## src/rtl/dmem_arb_pkg.sv

```systemverilog
// Shared types and defaults for the data-memory arbiter (dmem_arbiter).
package dmem_arb_pkg;

  localparam int DEF_ADDR_W = 32;
  localparam int DEF_DATA_W = 32;
  localparam int LAT_W      = 3;
  localparam int BURST_W    = 4;
  localparam int STAT_W     = 16;

  typedef enum logic {
    IDLE    = 1'b0,
    RD_WAIT = 1'b1
  } state_t;

  typedef enum logic {
    OWN_CORE = 1'b0,
    OWN_LDR  = 1'b1
  } owner_t;

  // Event counters hold at all-ones instead of wrapping.
  function automatic logic [STAT_W-1:0] sat_inc(input logic [STAT_W-1:0] value,
                                                input logic              en);
    if (en && (value != {STAT_W{1'b1}})) begin
      return value + 1'b1;
    end
    return value;
  endfunction

endpackage

```

## src/rtl/dmem_rd_tracker.sv

```systemverilog
// Follows one outstanding RAM read: counts down the fixed read latency and
// raises a one-cycle completion pulse toward whichever requester owns it.
module dmem_rd_tracker
  import dmem_arb_pkg::*;
#(
  parameter int READ_LAT = 1
) (
  input  logic   clk,
  input  logic   rst,
  input  logic   start,
  input  owner_t start_owner,
  output logic   core_done,
  output logic   ldr_done,
  output logic   busy
);

  localparam logic [LAT_W-1:0] LAT_LOAD = LAT_W'(READ_LAT);

  logic [LAT_W-1:0] lat_cnt;
  owner_t           owner;
  logic             done;

  // The count reaches 1 exactly READ_LAT cycles after the issue cycle.
  always_ff @(posedge clk) begin
    if (rst) begin
      lat_cnt <= '0;
      owner   <= OWN_CORE;
    end else if (start) begin
      lat_cnt <= LAT_LOAD;
      owner   <= start_owner;
    end else if (lat_cnt != '0) begin
      lat_cnt <= lat_cnt - 1'b1;
    end
  end

  assign busy      = (lat_cnt != '0);
  assign done      = !rst && (lat_cnt == LAT_W'(1));
  assign core_done = done && (owner == OWN_CORE);
  assign ldr_done  = done && (owner == OWN_LDR);

endmodule

```

## src/rtl/dmem_arbiter.sv

```systemverilog
// Two-requester data-memory arbiter: core MEM stage has priority, the loader
// is guaranteed a slot after CORE_BURST core grants. Optional counters: DMEM_ARB_STATS_EN.
module dmem_arbiter
  import dmem_arb_pkg::*;
#(
  parameter int ADDR_W     = DEF_ADDR_W,
  parameter int DATA_W     = DEF_DATA_W,
  parameter int READ_LAT   = 1,
  parameter int CORE_BURST = 4
) (
  input  logic              clk,
  input  logic              rst,
  input  logic              c_ce_i,
  input  logic              c_we_i,
  input  logic [ADDR_W-1:0] c_addr_i,
  input  logic [DATA_W-1:0] c_wdata_i,
  output logic [DATA_W-1:0] c_rdata_o,
  output logic              c_ack_o,
  output logic              c_stall_o,
  input  logic              l_valid_i,
  input  logic              l_we_i,
  input  logic [ADDR_W-1:0] l_addr_i,
  input  logic [DATA_W-1:0] l_wdata_i,
  output logic              l_ready_o,
  output logic              l_rvalid_o,
  output logic [DATA_W-1:0] l_rdata_o,
  output logic              m_ce_o,
  output logic              m_we_o,
  output logic [ADDR_W-1:0] m_addr_o,
  output logic [DATA_W-1:0] m_wdata_o,
  input  logic [DATA_W-1:0] m_rdata_i
`ifdef DMEM_ARB_STATS_EN
  ,
  output logic [STAT_W-1:0] core_grants_o,
  output logic [STAT_W-1:0] ldr_grants_o,
  output logic [STAT_W-1:0] stall_cycles_o
`endif
);

  localparam logic [BURST_W-1:0] BURST_MAX = BURST_W'(CORE_BURST);

  state_t             state_q;
  state_t             state_d;
  logic [BURST_W-1:0] burst_cnt;
  logic               burst_full;
  logic               ldr_win;
  logic               core_win;
  logic               issue;
  logic               issue_we;
  logic               rd_start;
  owner_t             rd_owner;
  logic               core_done;
  logic               ldr_done;
  logic               rd_busy;

  assign burst_full = (burst_cnt == BURST_MAX);

  always_ff @(posedge clk) begin
    if (rst) begin
      state_q <= IDLE;
    end else begin
      state_q <= state_d;
    end
  end

  // Arbitration only happens in IDLE; RD_WAIT just waits for the tracker.
  always_comb begin
    state_d  = state_q;
    ldr_win  = 1'b0;
    core_win = 1'b0;
    issue    = 1'b0;
    issue_we = 1'b0;
    rd_owner = OWN_CORE;
    case (state_q)
      IDLE: begin
        if (!rst) begin
          ldr_win  = l_valid_i && (!c_ce_i || burst_full);
          core_win = c_ce_i && !ldr_win;
          issue    = ldr_win || core_win;
          issue_we = ldr_win ? l_we_i : (core_win && c_we_i);
          rd_owner = ldr_win ? OWN_LDR : OWN_CORE;
          if (issue && !issue_we) begin
            state_d = RD_WAIT;
          end
        end
      end
      RD_WAIT: begin
        if (core_done || ldr_done || !rd_busy) begin
          state_d = IDLE;
        end
      end
      default: state_d = IDLE;
    endcase
  end

  assign rd_start = issue && !issue_we;

  // The loader's guaranteed slot: count core wins only while it is waiting.
  always_ff @(posedge clk) begin
    if (rst) begin
      burst_cnt <= '0;
    end else if (ldr_win || !l_valid_i) begin
      burst_cnt <= '0;
    end else if (core_win && !burst_full) begin
      burst_cnt <= burst_cnt + 1'b1;
    end
  end

  dmem_rd_tracker #(
    .READ_LAT (READ_LAT)
  ) u_rd_tracker (
    .clk         (clk),
    .rst         (rst),
    .start       (rd_start),
    .start_owner (rd_owner),
    .core_done   (core_done),
    .ldr_done    (ldr_done),
    .busy        (rd_busy)
  );

  always_comb begin
    m_ce_o    = issue;
    m_we_o    = issue_we;
    m_addr_o  = '0;
    m_wdata_o = '0;
    if (ldr_win) begin
      m_addr_o  = l_addr_i;
      m_wdata_o = l_wdata_i;
    end else if (core_win) begin
      m_addr_o  = c_addr_i;
      m_wdata_o = c_wdata_i;
    end
  end

  // Writes acknowledge in the issue cycle, reads when the tracker completes.
  assign c_ack_o    = (core_win && c_we_i) || core_done;
  assign c_stall_o  = c_ce_i && !c_ack_o;
  assign c_rdata_o  = core_done ? m_rdata_i : '0;
  assign l_ready_o  = ldr_win;
  assign l_rvalid_o = ldr_done;
  assign l_rdata_o  = ldr_done ? m_rdata_i : '0;

`ifdef DMEM_ARB_STATS_EN
  logic [STAT_W-1:0] core_grants_q;
  logic [STAT_W-1:0] ldr_grants_q;
  logic [STAT_W-1:0] stall_cycles_q;

  always_ff @(posedge clk) begin
    if (rst) begin
      core_grants_q  <= '0;
      ldr_grants_q   <= '0;
      stall_cycles_q <= '0;
    end else begin
      core_grants_q  <= sat_inc(core_grants_q, core_win);
      ldr_grants_q   <= sat_inc(ldr_grants_q, ldr_win);
      stall_cycles_q <= sat_inc(stall_cycles_q, c_stall_o);
    end
  end

  assign core_grants_o  = rst ? '0 : core_grants_q;
  assign ldr_grants_o   = rst ? '0 : ldr_grants_q;
  assign stall_cycles_o = rst ? '0 : stall_cycles_q;
`endif

endmodule

```

## config.mk

```make
export PLATFORM = sky130hd
export DESIGN_NAME = dmem_arbiter
export DESIGN_NICKNAME = d
export VERILOG_FILES = /design/src/rtl/dmem_arb_pkg.sv /design/src/rtl/dmem_rd_tracker.sv /design/src/rtl/dmem_arbiter.sv
export SDC_FILE = /design/constraint.sdc
export NUM_CORES = 1
export LEC_CHECK = 0
export CAP_MARGIN = 40
export CORE_AREA = 2 2 117 119
export CTS_BUF_LIST = sky130_fd_sc_hd__clkbuf_16
export DETAILED_ROUTE_END_ITERATION = 8
export DIE_AREA = 0 0 119 121
export PLACE_DENSITY_LB_ADDON = 0.2
export SLEW_MARGIN = 5
export SYNTH_ARGS = -nofsm -noshare
export SYNTH_HDL_FRONTEND = slang
export SYNTH_SLANG_ARGS = --single-unit
```

## constraint.sdc

```tcl
create_clock -name clk -period 3.2 [get_ports clk]
set_input_delay 0.96 -clock clk [delete_from_list [all_inputs] [get_ports clk]]
set_output_delay 0.96 -clock clk [all_outputs]
set_load 0.01 [all_outputs]
```

==> impl_results.md <==
- Synth cell types: 33
- Number of synthesis warnings: 0
- Commonest non-fill, non-tap cells in the layout: clkdlybuf4s50_1 (162), dlygate4sd2_1 (83), a21oi_1 (68)
- Tot Pwr: 1.31 mW
- Skew final: roughly 0.0048 ns
- WP data arrival: 2.21 ns
- Diodes inserted: 0
- Vias in the first global route: between 3000 and 4000
- Critical path cell sequence: buf_2, nand4b_1, buf_4, buf_12, nand3_1, a21oi_1, dlygate4sd2_1
- Post-synthesis register bit count: 9
- Max_cap viols: 0
- Pwr/cell area: approximately 230 nW/um2
- Crit path max-delay family: buffers and inverters
- First-pass GRT wire length: approximately 22000 um
- Crit start category: input pin
- Largest stage delay, worst path: between 0.3 and 0.4 ns
- Yosys top cell by area: o211ai_1
- CP max-delay cell: dlygate4sd2_1
- GR Util All Layers: 18.5%
- CTS tree: yes
- Synth Area in Adders: 2.68%
- Die area: between 10000 and 15000 um2
- Clk Latency, worst-skew pair: 0.24 ns
- Worst Hold Class: register to register
- Synth top area cells: o211ai_1 (21%), and2_1 (17%), a21oi_1 (15%)
- R2R setup slack: between 1 and 1.5 ns
- CTS buffer count: 3
- PortBufs: about 300
- DR vias/cell: 4.81
- Status: finished, final reports clean
- Drt wl/cell: around 18 um
- Crit path from: l_valid_i
- Simple-Gate Fraction of Synth Area: between 30% and 40%
- Share of layout cells above drive strength 1: roughly 13%
- Root Buffer: clkbuf_16
- Antenna Violating Nets Remaining: 0
- Chip Width: around 120 um
- Crit path buf inv count: 4
- FF/Latch Area: approximately 180 um2
- Area grow syn2layout: 139%
- Most common cell after layout, fill and taps aside: clkdlybuf4s50_1
- Residual DRC: 0
- Hold_sp: burst_cnt[3]
- P_leak: around 2.5 nW
- Global placement routability congestion: just over 0.9
- Fmax: between 300 and 400 MHz
- Core area: 13100 um2
- Starting Density: approximately 18%
- Post-CTS Hold Fix Bufs: 0
- Multi-input logic area: between 1500 and 2000 um2
- I/O pin count: 300
- WP data required: approximately 2.2 ns
- Seq/Total Area, Yosys: 7.73%
- Initial antenna violation count: 0
- Reg-to-reg startpoint: burst_cnt[0]
- Row count: between 40 and 50
- 1st-iter DRT viols: 234
- Vias post-DR: 4014
- Grt total ovfl: 0
- Min cycle time layout: roughly 3.2 ns
- Clock net sink count: 9
- Layout filler cell count: 1353
- Post-route clock period utilization: ~99%
- Placed Cells: 820
- CTS max path bufs: 2
- Yosys top cell area share: around a fifth
- Synth Net Count: ~550
- Final Max Tran Viols: 0
- Drt total wl: 15000 um
- Setup Crit Path Kind: input pin to output port
- Combinational family with the most area after synthesis: simple AND/OR/NAND/NOR gates
- Initial DRT Pass Iterations: 4
- Dpl hpwl: approximately 11000 um
- Final setup viols: 0
- Critical path peak fanout: 26
- Synth Cell Area: 2330 um2
- H-Tree Level Count: 1
- Post-synthesis cell count: ~380
- Worst setup EP type: output port
- Final Hold Fails: 0
- Fin nets: about 830
- Slew headroom: 75.1%
- Actual slew at the worst max-slew pin: ~0.37 ns
- Clk slew on worst S/H paths: about 0.04 ns
- Die height: roughly 120 um
- Synth Area in Compound Gates: 38.8%
- Largest net degree at the start of global routing: 71
- Synth Area in XOR/XNOR: 0.376%
- Final non-filler cell total: approximately 840
- Peak supply drop: between 0.3 and 0.4 mV
- Synth Area per Inst: ~6 um2
- Post-synthesis mux area share: 0.859%
==> timing repair <==
item | CTS | global route
setup endpoints to repair | 134 | 60
pin swaps | 2 | 1
cloned | 3 | 1
resized for setup | 204 | 48
setup buffers | 5 | 2
==> layer usage <==
metal / share of wire (%) / vias to the layer above / global-route usage, %
met4: 1.5 / 0 / 2.83
met3: 5.1 / 22 / 2.44
li1: - / 1964 / -
met1: 42 / 1877 / 23.6
met2: 52 / 151 / 33.9
met5: 0 / - / 0
==> state kept, by name, summed over array words and instances, names as in the netlist <==
signal	cells
burst_cnt	4
u_rd_tracker.lat_cnt	3
state_q	1
u_rd_tracker.owner	1
==> per-stage QoR <==
stage	hold slack (ns)	utilization, %	cell area (um2)	setup WS [ns]	TNS, ns
6_report	0.500	42.7	5580	0.0298	0
5_1_grt	0.524	42.7	5580	-0.0182	-0.164
4_1_cts	0.500	42.9	5610	0.0123	0
3_5_place_dp	0.500	42.9	5610	-0.551	-61.41
3_3_place_gp	0.476	42.9	5610	-0.582	-61.17
2_1_floorplan	0.462	-	2330	0.227	0
==> worst min-delay path: cells and delay by family, from the launching register on <==
kind | cells | cell delay (ns)
AOI/OAI and AO/OA | 2 | 0.13
DFF | 1 | 0.32
==> synth_stat cells <==
cell / n
buf_2: 15
nor4bb_1: 1
xnor2_1: 1
a41o_1: 1
o211ai_1: 66
clkbuf_1: 32
and4_1: 2
inv_1: 7
a311oi_1: 1
nand2_1: 4
mux2i_1: 2
or2_1: 1
a31oi_1: 2
o221ai_1: 1
and4bb_2: 1
nand4_1: 1
nor2b_1: 1
and3b_1: 1
nand2b_1: 2
ha_1: 5
inv_2: 1
nor2_1: 6
nor4b_2: 1
nand3_1: 65
or4b_1: 1
buf_1: 6
dfxtp_1: 9
nand4b_1: 1
o2bb2ai_1: 1
or4_1: 4
o21ai_0: 2
a21oi_1: 70
and2_1: 64
==> logic make-up (layout without fill, tap and decap cells) <==
group,count (synthesis),count (layout)
AO/OA/AOI/OAI,144,144
XOR/XNOR,1,1
adder cells (fa/ha/maj),5,5
buffers and inverters,61,342
flip-flops,9,9
multiplexers,2,2
AND/OR/NAND/NOR,156,156
==> layout make-up <==
cell class | count | area share [%]
Clock buffer | 3 | 1.34
Clock inverter | 1 | 0.0672
Inverter | 8 | 0.538
Multi-Input combinational cell | 308 | 34.5
Sequential cell | 9 | 3.23
Tap cell | 176 | 3.95
Timing Repair Buffer | 330 | 56.4
==> where the power goes <==
group	internal (mW)	switching [mW]	leakage, nW
logic	0.524	0.408	2.37
clock network	0.163	0.0562	0.0423
registers	0.132	0.0218	0.0735
total	0.819	0.486	2.49
==> path summary, 6_finish.rpt <==
kind	cells past startpoint	to
worst min-delay path	2	burst_cnt[3]
worst max-delay path	7	m_wdata_o[12]
worst max register to register	7	u_rd_tracker.lat_cnt[1]
worst min register to register	2	burst_cnt[3]
Note: power is estimated with default switching activity, not from simulation.
